--- src/rtl/clock_pkg.sv ---
// Shared constants for the clock display path: seven-segment patterns
// (gfedcba, active-high), digit count and the scan-decoder FSM states.
package clock_pkg;

  localparam int unsigned NUM_DIGITS = 6;

  localparam logic [6:0] SEG_0 = 7'h3F;
  localparam logic [6:0] SEG_1 = 7'h06;
  localparam logic [6:0] SEG_2 = 7'h5B;
  localparam logic [6:0] SEG_3 = 7'h4F;
  localparam logic [6:0] SEG_4 = 7'h66;
  localparam logic [6:0] SEG_5 = 7'h6D;
  localparam logic [6:0] SEG_6 = 7'h7D;
  localparam logic [6:0] SEG_7 = 7'h07;
  localparam logic [6:0] SEG_8 = 7'h7F;
  localparam logic [6:0] SEG_9 = 7'h6F;
  // Alternate glyphs some drivers use: 7 with segment f, 9 without segment d
  localparam logic [6:0] SEG_7_ALT = 7'h27;
  localparam logic [6:0] SEG_9_ALT = 7'h67;

  typedef enum logic [1:0] {
    ST_WAIT,
    ST_SETTLE,
    ST_HELD
  } scan_state_t;

endpackage

--- src/rtl/seg7_to_bcd.sv ---
// Combinational seven-segment (gfedcba, active-high) to BCD decoder.
// Unknown patterns return 4'hF with o_bad set.
module seg7_to_bcd
  import clock_pkg::*;
(
  input  logic [6:0] i_seg,
  output logic       o_bad,
  output logic [3:0] o_bcd
);

  always_comb begin
    o_bad = 1'b0;
    o_bcd = 4'hF;
    case (i_seg)
      SEG_0:            o_bcd = 4'd0;
      SEG_1:            o_bcd = 4'd1;
      SEG_2:            o_bcd = 4'd2;
      SEG_3:            o_bcd = 4'd3;
      SEG_4:            o_bcd = 4'd4;
      SEG_5:            o_bcd = 4'd5;
      SEG_6:            o_bcd = 4'd6;
      SEG_7, SEG_7_ALT: o_bcd = 4'd7;
      SEG_8:            o_bcd = 4'd8;
      SEG_9, SEG_9_ALT: o_bcd = 4'd9;
      default:          o_bad = 1'b1;
    endcase
  end

endmodule

--- src/rtl/seg_scan_decoder.sv ---
// Receive side of the multiplexed seven-segment bus: waits for each digit
// dwell to settle, decodes it, and assembles six-digit frames.
module seg_scan_decoder
  import clock_pkg::*;
#(
  parameter bit          SEG_ACTIVE_LOW = 1'b1,
  parameter bit          CS_ACTIVE_LOW  = 1'b1,
  parameter int unsigned STABLE_CYCLES  = 16,
  parameter int unsigned TIMEOUT_CYCLES = 5_000_000
) (
  input  logic        clk_50MHz,
  input  logic        rst,
  input  logic [7:0]  seg_in,
  input  logic [5:0]  cs_in,
  output logic [23:0] frame_bcd,
  output logic [5:0]  frame_dp,
  output logic        frame_valid,
  output logic        frame_bad,
  output logic        err_cs,
  output logic        err_timeout
);

  localparam int unsigned TO_W       = $clog2(TIMEOUT_CYCLES + 1);
  localparam logic [7:0]  SEG_INV    = {8{SEG_ACTIVE_LOW}};
  localparam logic [5:0]  CS_INV     = {6{CS_ACTIVE_LOW}};
  localparam logic [7:0]  STABLE_END = 8'(STABLE_CYCLES);
  localparam logic [TO_W-1:0] TO_END = TO_W'(TIMEOUT_CYCLES - 1);

  logic [7:0]      r_seg_s1, r_seg_s2, r_ref_seg;
  logic [5:0]      r_cs_s1, r_cs_s2, r_ref_cs;
  logic [7:0]      r_stable_cnt;
  scan_state_t     r_state;
  logic [5:0]      r_mask;
  logic [3:0]      r_slot_bcd [NUM_DIGITS];
  logic [5:0]      r_slot_dp, r_slot_bad;
  logic [TO_W-1:0] r_to_cnt;

  logic [7:0] w_seg;
  logic [5:0] w_cs;
  logic       w_same, w_eval, w_multi, w_capture, w_mask_full, w_to_hit;
  logic       w_dec_bad;
  logic [3:0] w_dec_bcd;

  // Synchroniser resets to the idle bus level so reset never looks like a multi-select
  assign w_seg       = r_seg_s2 ^ SEG_INV;
  assign w_cs        = r_cs_s2 ^ CS_INV;
  assign w_same      = (w_seg == r_ref_seg) && (w_cs == r_ref_cs);
  assign w_eval      = (r_state == ST_SETTLE) && w_same && (r_stable_cnt == STABLE_END);
  assign w_multi     = (r_ref_cs & (r_ref_cs - 6'd1)) != 6'd0;
  assign w_capture   = w_eval && (r_ref_cs != 6'd0) && !w_multi;
  assign w_mask_full = (r_mask == 6'h3F);
  assign w_to_hit    = !w_capture && (r_to_cnt == TO_END);

  seg7_to_bcd u_dec (
    .i_seg (r_ref_seg[6:0]),
    .o_bad (w_dec_bad),
    .o_bcd (w_dec_bcd)
  );

  always_ff @(posedge clk_50MHz or posedge rst) begin
    if (rst) begin
      r_seg_s1     <= SEG_INV;
      r_seg_s2     <= SEG_INV;
      r_cs_s1      <= CS_INV;
      r_cs_s2      <= CS_INV;
      r_ref_seg    <= '0;
      r_ref_cs     <= '0;
      r_stable_cnt <= '0;
      r_state      <= ST_WAIT;
    end else begin
      r_seg_s1 <= seg_in;
      r_seg_s2 <= r_seg_s1;
      r_cs_s1  <= cs_in;
      r_cs_s2  <= r_cs_s1;
      case (r_state)
        ST_WAIT: begin
          r_ref_seg    <= w_seg;
          r_ref_cs     <= w_cs;
          r_stable_cnt <= 8'd1;
          r_state      <= ST_SETTLE;
        end
        ST_SETTLE: begin
          if (!w_same) begin
            r_ref_seg    <= w_seg;
            r_ref_cs     <= w_cs;
            r_stable_cnt <= 8'd1;
          end else if (r_stable_cnt == STABLE_END) begin
            r_state <= ST_HELD;
          end else begin
            r_stable_cnt <= r_stable_cnt + 8'd1;
          end
        end
        ST_HELD: if (!w_same) r_state <= ST_WAIT;
        default: r_state <= ST_WAIT;
      endcase
    end
  end

  always_ff @(posedge clk_50MHz or posedge rst) begin
    if (rst) begin
      r_mask      <= '0;
      r_slot_dp   <= '0;
      r_slot_bad  <= '0;
      r_to_cnt    <= '0;
      frame_bcd   <= '0;
      frame_dp    <= '0;
      frame_valid <= 1'b0;
      frame_bad   <= 1'b0;
      err_cs      <= 1'b0;
      err_timeout <= 1'b0;
      for (int unsigned i = 0; i < NUM_DIGITS; i++) r_slot_bcd[i] <= '0;
    end else begin
      frame_valid <= 1'b0;
      err_cs      <= w_eval && w_multi;
      err_timeout <= w_to_hit;

      for (int unsigned i = 0; i < NUM_DIGITS; i++) begin
        if (w_capture && r_ref_cs[i]) begin
          r_slot_bcd[i] <= w_dec_bcd;
          r_slot_dp[i]  <= r_ref_seg[7];
          r_slot_bad[i] <= w_dec_bad;
        end
      end

      // Completion reads the slots one cycle after the sixth capture wrote them
      if (w_mask_full) begin
        for (int unsigned i = 0; i < NUM_DIGITS; i++) frame_bcd[i*4 +: 4] <= r_slot_bcd[i];
        frame_dp    <= r_slot_dp;
        frame_bad   <= |r_slot_bad;
        frame_valid <= 1'b1;
      end

      if (w_capture)
        r_mask <= (w_mask_full ? 6'd0 : r_mask) | r_ref_cs;
      else if (w_mask_full || w_to_hit)
        r_mask <= '0;

      if (w_capture || w_to_hit)
        r_to_cnt <= '0;
      else
        r_to_cnt <= r_to_cnt + 1'b1;
    end
  end

endmodule

--- config.mk ---
export PLATFORM = sky130hd
export DESIGN_NAME = seg_scan_decoder
export DESIGN_NICKNAME = d
export VERILOG_FILES = /design/src/rtl/clock_pkg.sv /design/src/rtl/seg7_to_bcd.sv /design/src/rtl/seg_scan_decoder.sv
export SDC_FILE = /design/constraint.sdc
export NUM_CORES = 1
export LEC_CHECK = 0
export ABC_AREA = 1
export BUFFER_PORTS_ARGS = -buffer_cell sky130_fd_sc_hd__buf_4
export CAP_MARGIN = 5
export CORE_MARGIN = 2
export CORE_UTILIZATION = 58
export CTS_CLUSTER_DIAMETER = 80
export DETAILED_ROUTE_END_ITERATION = 10
export PLACE_DENSITY = 0.84
export SLEW_MARGIN = 0
export SYNTH_ARGS = -nofsm -noshare
export SYNTH_HDL_FRONTEND = slang
export SYNTH_SLANG_ARGS = --single-unit
--- constraint.sdc ---
create_clock -name clk_50MHz -period 5 [get_ports clk_50MHz]
set_input_delay 0.25 -clock clk_50MHz [delete_from_list [all_inputs] [get_ports clk_50MHz]]
set_output_delay 0.25 -clock clk_50MHz [all_outputs]
set_load 0.02 [all_outputs]
Yosys cells after proc, flatten, opt, wreduce, memory -nomap -nowiden --
Cells that the tools add are included.
Cells by class: add/sub/neg operators 3, equality and inequality tests 24, multiplexer cells 18, bitwise logic cells 4, reductions and logical operators 29
Operators by type and width (count):
- $eq 7x7->1 const B | 8
- $pmux 4 s10 | 1
- $pmux 8 s2 | 2
- $mux 6 | 4
- $mux 8 | 3
- $add 23x1->23 const B | 1
- $eq 23x23->1 const B | 1
- $mux 23 | 1
- $eq 7x3->1 const B | 2
- $eq 7x6->1 const B | 2
- $logic_and 1x1->1 | 13
- $pmux 6 s2 | 1
- $reduce_bool 6->1 | 2
- $reduce_or 12->1 | 1
- $add 8x1->8 const B | 1
- $eq 8x5->1 const B | 1
- $eq 8x8->1 | 1
- $not 8->8 | 1
- $and 6x6->6 | 1
- $eq 6x6->1 | 1
- $eq 6x6->1 const B | 1
- $mux 2 | 3
- $ne 2x2->1 const B | 3
- $not 6->6 | 1
- 16 further kinds | 22
Storage, ports and cells: flip-flop bits (word level) 151, input port bits 16, output and inout bits 34, logic and storage cells 112

Longest topological paths before layout --
depth in word-level cells 12, depth in mapped cells 13, gate-level depth less buffers 12

By module --
Synthesis repeated with hierarchy kept, for this count alone.
Unflattened totals: cells, all modules 855, area total of the unflattened synthesis 6991.7 sq um
By module, submodules not included:
- seg_scan_decoder | times used 1, cells an instance 797, area each 6744.0 sq um
- seg7_to_bcd | times used 1, cells an instance 58, area each 247.7 sq um

Worst setup path before layout --
Ideal clock, no wire load.
kind reg-to-reg, from register r_seg_s2[5], to register r_slot_bcd[0] (netlist bit), library setup time 0.113 ns, arrival time 1.590 ns, path slack 3.297 ns, cell stages (with the launch flop) 13, buffers on the path 1, cells stage by stage dfstp_2 -> inv_1 -> nand2_1 -> nand2_1 -> nor2_1 -> nand3_1 -> nor2_2 -> nand3_1 -> nor2_2 -> buf_6 -> nand3_1 -> nand2_1 -> inv_1
Between the ends: longest elaborated chain between the ends 8
RTL lines:
- start, declared | line seg_scan_decoder.sv:29 | logic [7:0] r_seg_s1, r_seg_s2, r_ref_seg;
- start signal, assigned | line seg_scan_decoder.sv:72 | r_seg_s2 <= r_seg_s1;
- $not 8->8 (no source line)
- $eq 8x8->1 | line seg_scan_decoder.sv:47 | assign w_same = (w_seg == r_ref_seg) && (w_cs == r_ref_cs);
- $logic_and 1x1->1 | line seg_scan_decoder.sv:47
- $logic_and 1x1->1 (2 in series) | line seg_scan_decoder.sv:48 | assign w_eval = (r_state == ST_SETTLE) && w_same && (r_stable_cnt == STABLE_END);
- $logic_and 1x1->1 (2 in series) | line seg_scan_decoder.sv:50 | assign w_capture = w_eval && (r_ref_cs != 6'd0) && !w_multi;
- $logic_and 1x1->1 | line seg_scan_decoder.sv:118 | if (w_capture && r_ref_cs[i]) begin
- end signal, assigned by index | line seg_scan_decoder.sv:119 | r_slot_bcd[i] <= w_dec_bcd;
- end, declared | line seg_scan_decoder.sv:34 | logic [3:0] r_slot_bcd [NUM_DIGITS];
Every way passes these cells. A chain may end at the register's enable or synchronous reset.

Final worst setup path --
from register r_ref_cs[1], to register r_slot_dp[3]
Between the ends: longest elaborated chain between the ends 7, elaborated cells between the ends (all ways) 12, those cells by class 1 x add/sub; 1 x eq/ne; 1 x bitwise; 9 x reduce/logical
RTL lines:
- start, declared | line seg_scan_decoder.sv:30 | logic [5:0] r_cs_s1, r_cs_s2, r_ref_cs;
- start signal, assigned | line seg_scan_decoder.sv:78 | r_ref_cs <= w_cs;
- start signal, assigned | line seg_scan_decoder.sv:85 | r_ref_cs <= w_cs;
- parallel branches: the longest is 5 deep, another holds $sub 6x1->6
- $logic_and 1x1->1 (*) | line seg_scan_decoder.sv:50
- $logic_and 1x1->1 (*) | line seg_scan_decoder.sv:118
- end signal, assigned by index | line seg_scan_decoder.sv:120 | r_slot_dp[i] <= r_ref_seg[7];
- end, declared | line seg_scan_decoder.sv:35 | logic [5:0] r_slot_dp, r_slot_bad;
Every way passes the cells marked *.

==> impl_metrics.prom <==
# TYPE chip_impl_metric gauge
chip_impl_metric{name="final_nets",unit=""} 909
chip_impl_metric{name="r2r.worst_path.cells",unit=""} 11
chip_impl_metric{name="design.die.area",unit="mm²"} 0.0126
chip_impl_metric{name="track_usage",unit=""} 0.241
chip_impl_metric{name="avgRoutedWirePerCell",unit="µm"} 13.3
chip_impl_info{name="rsz0062_at_grt",value="false"} 1
chip_impl_metric{name="synth_edf_count",unit=""} 0
chip_impl_metric{name="tns",unit="ns"} 0
chip_impl_metric{name="hpwlAfterDp",unit="µm"} 9070
chip_impl_metric{name="slew-limit-headroom",unit=""} 0.232
chip_impl_metric{name="residual_drc_count",unit=""} 0
chip_impl_metric{name="routed_wl",unit="µm"} 13900
chip_impl_info{name="critical_register_to_register_path_startpoint",value="r_ref_cs[1]"} 1
chip_impl_metric{name="worst_pin_slew",unit="ns"} 1.15
chip_impl_metric{name="antenna_found_initial",unit=""} 0
chip_impl_metric{name="grt_pass1_vias",unit=""} 5196
chip_impl_metric{name="floorplan.core_area",unit="mm²"} 0.0114
chip_impl_metric{name="max-clock-path-buffers",unit=""} 2
chip_impl_metric{name="antenna-diode-count",unit=""} 0
chip_impl_metric{name="die-height",unit="µm"} 112
chip_impl_metric{name="dpl-instance-area",unit="mm²"} 0.00724
chip_impl_metric{name="grt_remaining_overflow",unit=""} 0
chip_impl_metric{name="drt_pass1_iterations",unit=""} 5
chip_impl_metric{name="critical_path_peak_fanout",unit=""} 11
chip_impl_metric{name="final-max-slew-violation-count",unit=""} 0
chip_impl_metric{name="ios",unit=""} 50
chip_impl_info{name="startpoint_type",value="flop"} 1
chip_impl_metric{name="wire_length_of_the_first_global_routing_pass",unit="µm"} 24200
chip_impl_metric{name="synthesis.instances",unit=""} 825
chip_impl_metric{name="grt_max_degree",unit=""} 108
chip_impl_metric{name="clock_sink_count",unit=""} 151
chip_impl_metric{name="fin_crit_sh",unit=""} 0.481
chip_impl_metric{name="ys_types",unit=""} 32
chip_impl_metric{name="clk_pin_slew",unit="ns"} 0.07
chip_impl_metric{name="yosys_warn_count",unit=""} 0
chip_impl_metric{name="footprint_of_the_multi_input_gates",unit="mm²"} 0.00244
chip_impl_metric{name="hold_violations_final",unit=""} 3
chip_impl_metric{name="post_cts.repair.setup_buffers",unit=""} 0
chip_impl_info{name="ys.flop_type",value="sky130_fd_sc_hd__dfrtp_1"} 1
chip_impl_metric{name="worstPathRequired",unit="ns"} 5.29
chip_impl_metric{name="async_reset_ff_frac",unit=""} 1.00
chip_impl_metric{name="ctsResizeCount",unit=""} 0
chip_impl_metric{name="initialDrtViolationCount",unit=""} 411
chip_impl_metric{name="design_area",unit="mm²"} 0.00801
chip_impl_metric{name="core.rowCount",unit=""} 39
chip_impl_metric{name="area_used_by_sequential_logic_in_the_layout",unit="mm²"} 0.00381
chip_impl_info{name="violations",value="hold timing"} 1
chip_impl_metric{name="synthToLayoutAreaGrowth",unit="%"} 17.6
chip_impl_info{name="setup.worst_path.end",value="r_slot_dp[3]"} 1
chip_impl_metric{name="syn_nets",unit=""} 844
chip_impl_metric{name="cp_data_arrival_time",unit="ns"} 2.69
chip_impl_info{name="timing_worst_setup_path_type",value="flop to flop"} 1
chip_impl_info{name="cts_tree",value="yes"} 1
chip_impl_metric{name="synth_seq_cells",unit=""} 151
chip_impl_info{name="worstSetupEndpointType",value="flop"} 1
chip_impl_metric{name="finalHoldWorstSlack",unit="ns"} -0.00626
chip_impl_metric{name="fin_cells",unit=""} 1046
chip_impl_info{name="cts_root_buffer",value="sky130_fd_sc_hd__clkbuf_16"} 1
chip_impl_metric{name="cts_buffers",unit=""} 17
chip_impl_metric{name="detailroute.via_count",unit=""} 5384
chip_impl_metric{name="setup_viol",unit=""} 0
chip_impl_metric{name="vias_per_cell",unit=""} 5.15
chip_impl_metric{name="buffer_ports.inserted",unit=""} 49
chip_impl_metric{name="max_clock_freq",unit="MHz"} 416
chip_impl_metric{name="clock_skew",unit="ns"} 0.0105
chip_impl_info{name="startpoint",value="r_ref_cs[1]"} 1
chip_impl_metric{name="syn_avg_cell_area",unit="µm²"} 8.25
chip_impl_metric{name="finalCriticalPeriod",unit="ns"} 2.41
chip_impl_metric{name="total_power",unit="µW"} 2700
chip_impl_metric{name="post-place-cells",unit=""} 1000
chip_impl_metric{name="detail-route-antenna-nets",unit=""} 0
chip_impl_metric{name="cellLeakagePower",unit="µW"} 0.00423
chip_impl_metric{name="clk-insertion-delay-late",unit="ns"} 0.42
chip_impl_info{name="timing.rr.end",value="r_slot_dp[3]"} 1
chip_impl_metric{name="floorplan.initialDensity",unit=""} 0.596
chip_impl_metric{name="drv.max_cap_violation_count",unit=""} 0
chip_impl_info{name="hp-class",value="primary input to async pin"} 1
chip_impl_info{name="synth_top_cells_by_area",value="sky130_fd_sc_hd__dfrtp_1 45%, sky130_fd_sc_hd__nand2_1 15%, sky130_fd_sc_hd__dfstp_2 11%"} 1
chip_impl_metric{name="final_layout_fill_cell_count",unit=""} 869
chip_impl_metric{name="sequential_cell_area_fraction_in_the_yosys_report",unit=""} 0.560
chip_impl_metric{name="floorplan.die.width",unit="µm"} 112
chip_impl_metric{name="htree_levels",unit=""} 4
chip_impl_metric{name="p_per_area",unit="mW/mm²"} 337
chip_impl_metric{name="ir_worst_vdd",unit="mV"} 0.304
chip_impl_info{name="outcome",value="finished with violations"} 1
chip_impl_info{name="yosys.area.top_type",value="sky130_fd_sc_hd__dfrtp_1"} 1
chip_impl_metric{name="cts_hold_buf",unit=""} 14
chip_impl_metric{name="globalplace.congestion",unit=""} 0.940
chip_impl_metric{name="syn_area",unit="mm²"} 0.00681
chip_impl_metric{name="synth.top_cell.area_share",unit=""} 0.452
chip_impl_metric{name="regToRegSetupSlack",unit="ns"} 2.59
chip_impl_metric{name="drive_above_1_share",unit=""} 0.140
## per-layer routing
layer  up-vias  track usage  wire length, µm
met1      2503        0.331             6260
met3        18       0.0610              723
li1       2709            -                -
met4         0       0.0902              235
met5         -            0                0
met2       154        0.376             6720
## cell usage after synthesis (8+ instances only)
cell type                 number
sky130_fd_sc_hd__xor2_1       11
sky130_fd_sc_hd__nor2_1       88
sky130_fd_sc_hd__dfrtp_1     123
sky130_fd_sc_hd__nand2_1     272
sky130_fd_sc_hd__nor3_1       18
sky130_fd_sc_hd__nor4_1        8
sky130_fd_sc_hd__inv_1       109
sky130_fd_sc_hd__dfstp_2      28
sky130_fd_sc_hd__nand4_1      23
sky130_fd_sc_hd__o21ai_1      22
sky130_fd_sc_hd__buf_6         8
sky130_fd_sc_hd__nand3_1      37
sky130_fd_sc_hd__o21ai_0      31
## cell type report
cell class / instances / area share
inverters: 112 / 0.0531
well taps: 143 / 0.0224
repair buffers: 65 / 0.0653
clock buffers: 18 / 0.0549
clock inverters: 14 / 0.0234
multi-input cells: 543 / 0.304
flip-flops and latches: 151 / 0.476
## cell usage in the layout (no fill, tap or decap), types with 2 or more instances in the layout
| cell type | instances |
|---|---|
| sky130_fd_sc_hd__nor2_2 | 5 |
| sky130_fd_sc_hd__o21ai_2 | 2 |
| sky130_fd_sc_hd__clkinvlp_4 | 3 |
| sky130_fd_sc_hd__bufinv_16 | 3 |
| sky130_fd_sc_hd__nand2_1 | 272 |
| sky130_fd_sc_hd__dfstp_2 | 28 |
| sky130_fd_sc_hd__o31ai_1 | 3 |
| sky130_fd_sc_hd__nor3_1 | 18 |
| sky130_fd_sc_hd__and3_1 | 2 |
| sky130_fd_sc_hd__ha_1 | 3 |
| sky130_fd_sc_hd__a21oi_1 | 5 |
| sky130_fd_sc_hd__buf_4 | 51 |
| sky130_fd_sc_hd__clkbuf_16 | 17 |
| sky130_fd_sc_hd__nand4_1 | 23 |
| sky130_fd_sc_hd__nor2_1 | 88 |
| sky130_fd_sc_hd__dfrtp_1 | 123 |
| sky130_fd_sc_hd__inv_1 | 108 |
| sky130_fd_sc_hd__inv_2 | 2 |
| sky130_fd_sc_hd__nand3_1 | 37 |
| sky130_fd_sc_hd__clkinv_4 | 3 |
| sky130_fd_sc_hd__inv_8 | 2 |
| sky130_fd_sc_hd__xnor2_1 | 6 |
| sky130_fd_sc_hd__nor4_1 | 8 |
| sky130_fd_sc_hd__o21ai_1 | 22 |
| sky130_fd_sc_hd__xor2_1 | 11 |
| sky130_fd_sc_hd__inv_6 | 4 |
| sky130_fd_sc_hd__dlygate4sd3_1 | 14 |
| sky130_fd_sc_hd__o21ai_0 | 31 |
## state kept, by name (all words and copies together), names as in the netlist
name and flops:
frame_bcd 24, r_slot_bcd 24, r_to_cnt 23, r_ref_seg 8, r_seg_s1 8, r_seg_s2 8, r_stable_cnt 8, frame_dp 6
r_cs_s1 6, r_cs_s2 6, r_mask 6, r_ref_cs 6, r_slot_bad 6, r_slot_dp 6, r_state 2, err_cs 1
err_timeout 1, frame_bad 1, frame_valid 1
## power breakdown
part	switching, µW	total (µW)	internal [µW]
logic	64.2	97.2	33.0
registers	16.1	1260	1250
clock network	523	1330	811
total	603	2700	2090
## worst max-delay path, stage by stage (launching register included)
cell	delay, ns
sky130_fd_sc_hd__dfrtp_1	0.49
sky130_fd_sc_hd__inv_1	0.09
sky130_fd_sc_hd__nand2_1	0.07
sky130_fd_sc_hd__nand2_1	0.05
sky130_fd_sc_hd__nor2_2	0.19
sky130_fd_sc_hd__nand2_1	0.07
sky130_fd_sc_hd__nor2_1	0.11
sky130_fd_sc_hd__nand2_1	0.16
sky130_fd_sc_hd__nor2_4	0.19
sky130_fd_sc_hd__nand4_1	0.49
sky130_fd_sc_hd__nand2_1	0.25
sky130_fd_sc_hd__o21ai_1	0.10
## worst min path at each step
stage,depth (start not counted),slack (ns),from,end
global route,2,0.09,rst,r_ref_seg[3]
floorplan,0,0.25,cs_in[0],r_cs_s1[0]
CTS,2,0.07,rst,r_ref_seg[3]
detailed placement,0,0.35,r_seg_s1[6],r_seg_s2[6]
global placement,0,0.35,r_seg_s1[5],r_seg_s2[5]
finish,2,-0.006,rst,r_ref_seg[3]
## kinds of logic after synthesis
logic type | Yosys count | synth area share
buffers and inverters | 131 | 0.0816
adders and majority gates | 3 | 0.00552
DFF | 151 | 0.560
and+or+nand+nor | 457 | 0.279
AOI/OAI and AO/OA | 66 | 0.0518
xor gates and xnor gates | 17 | 0.0219
## stage by stage
stage,setup slack [ns],util
finish,2.59,0.701
global route,2.34,0.701
CTS,2.57,0.701
detailed placement,2.67,0.634
global placement,2.78,0.634
floorplan,0.732,-
(Power assumes the default switching activity.)
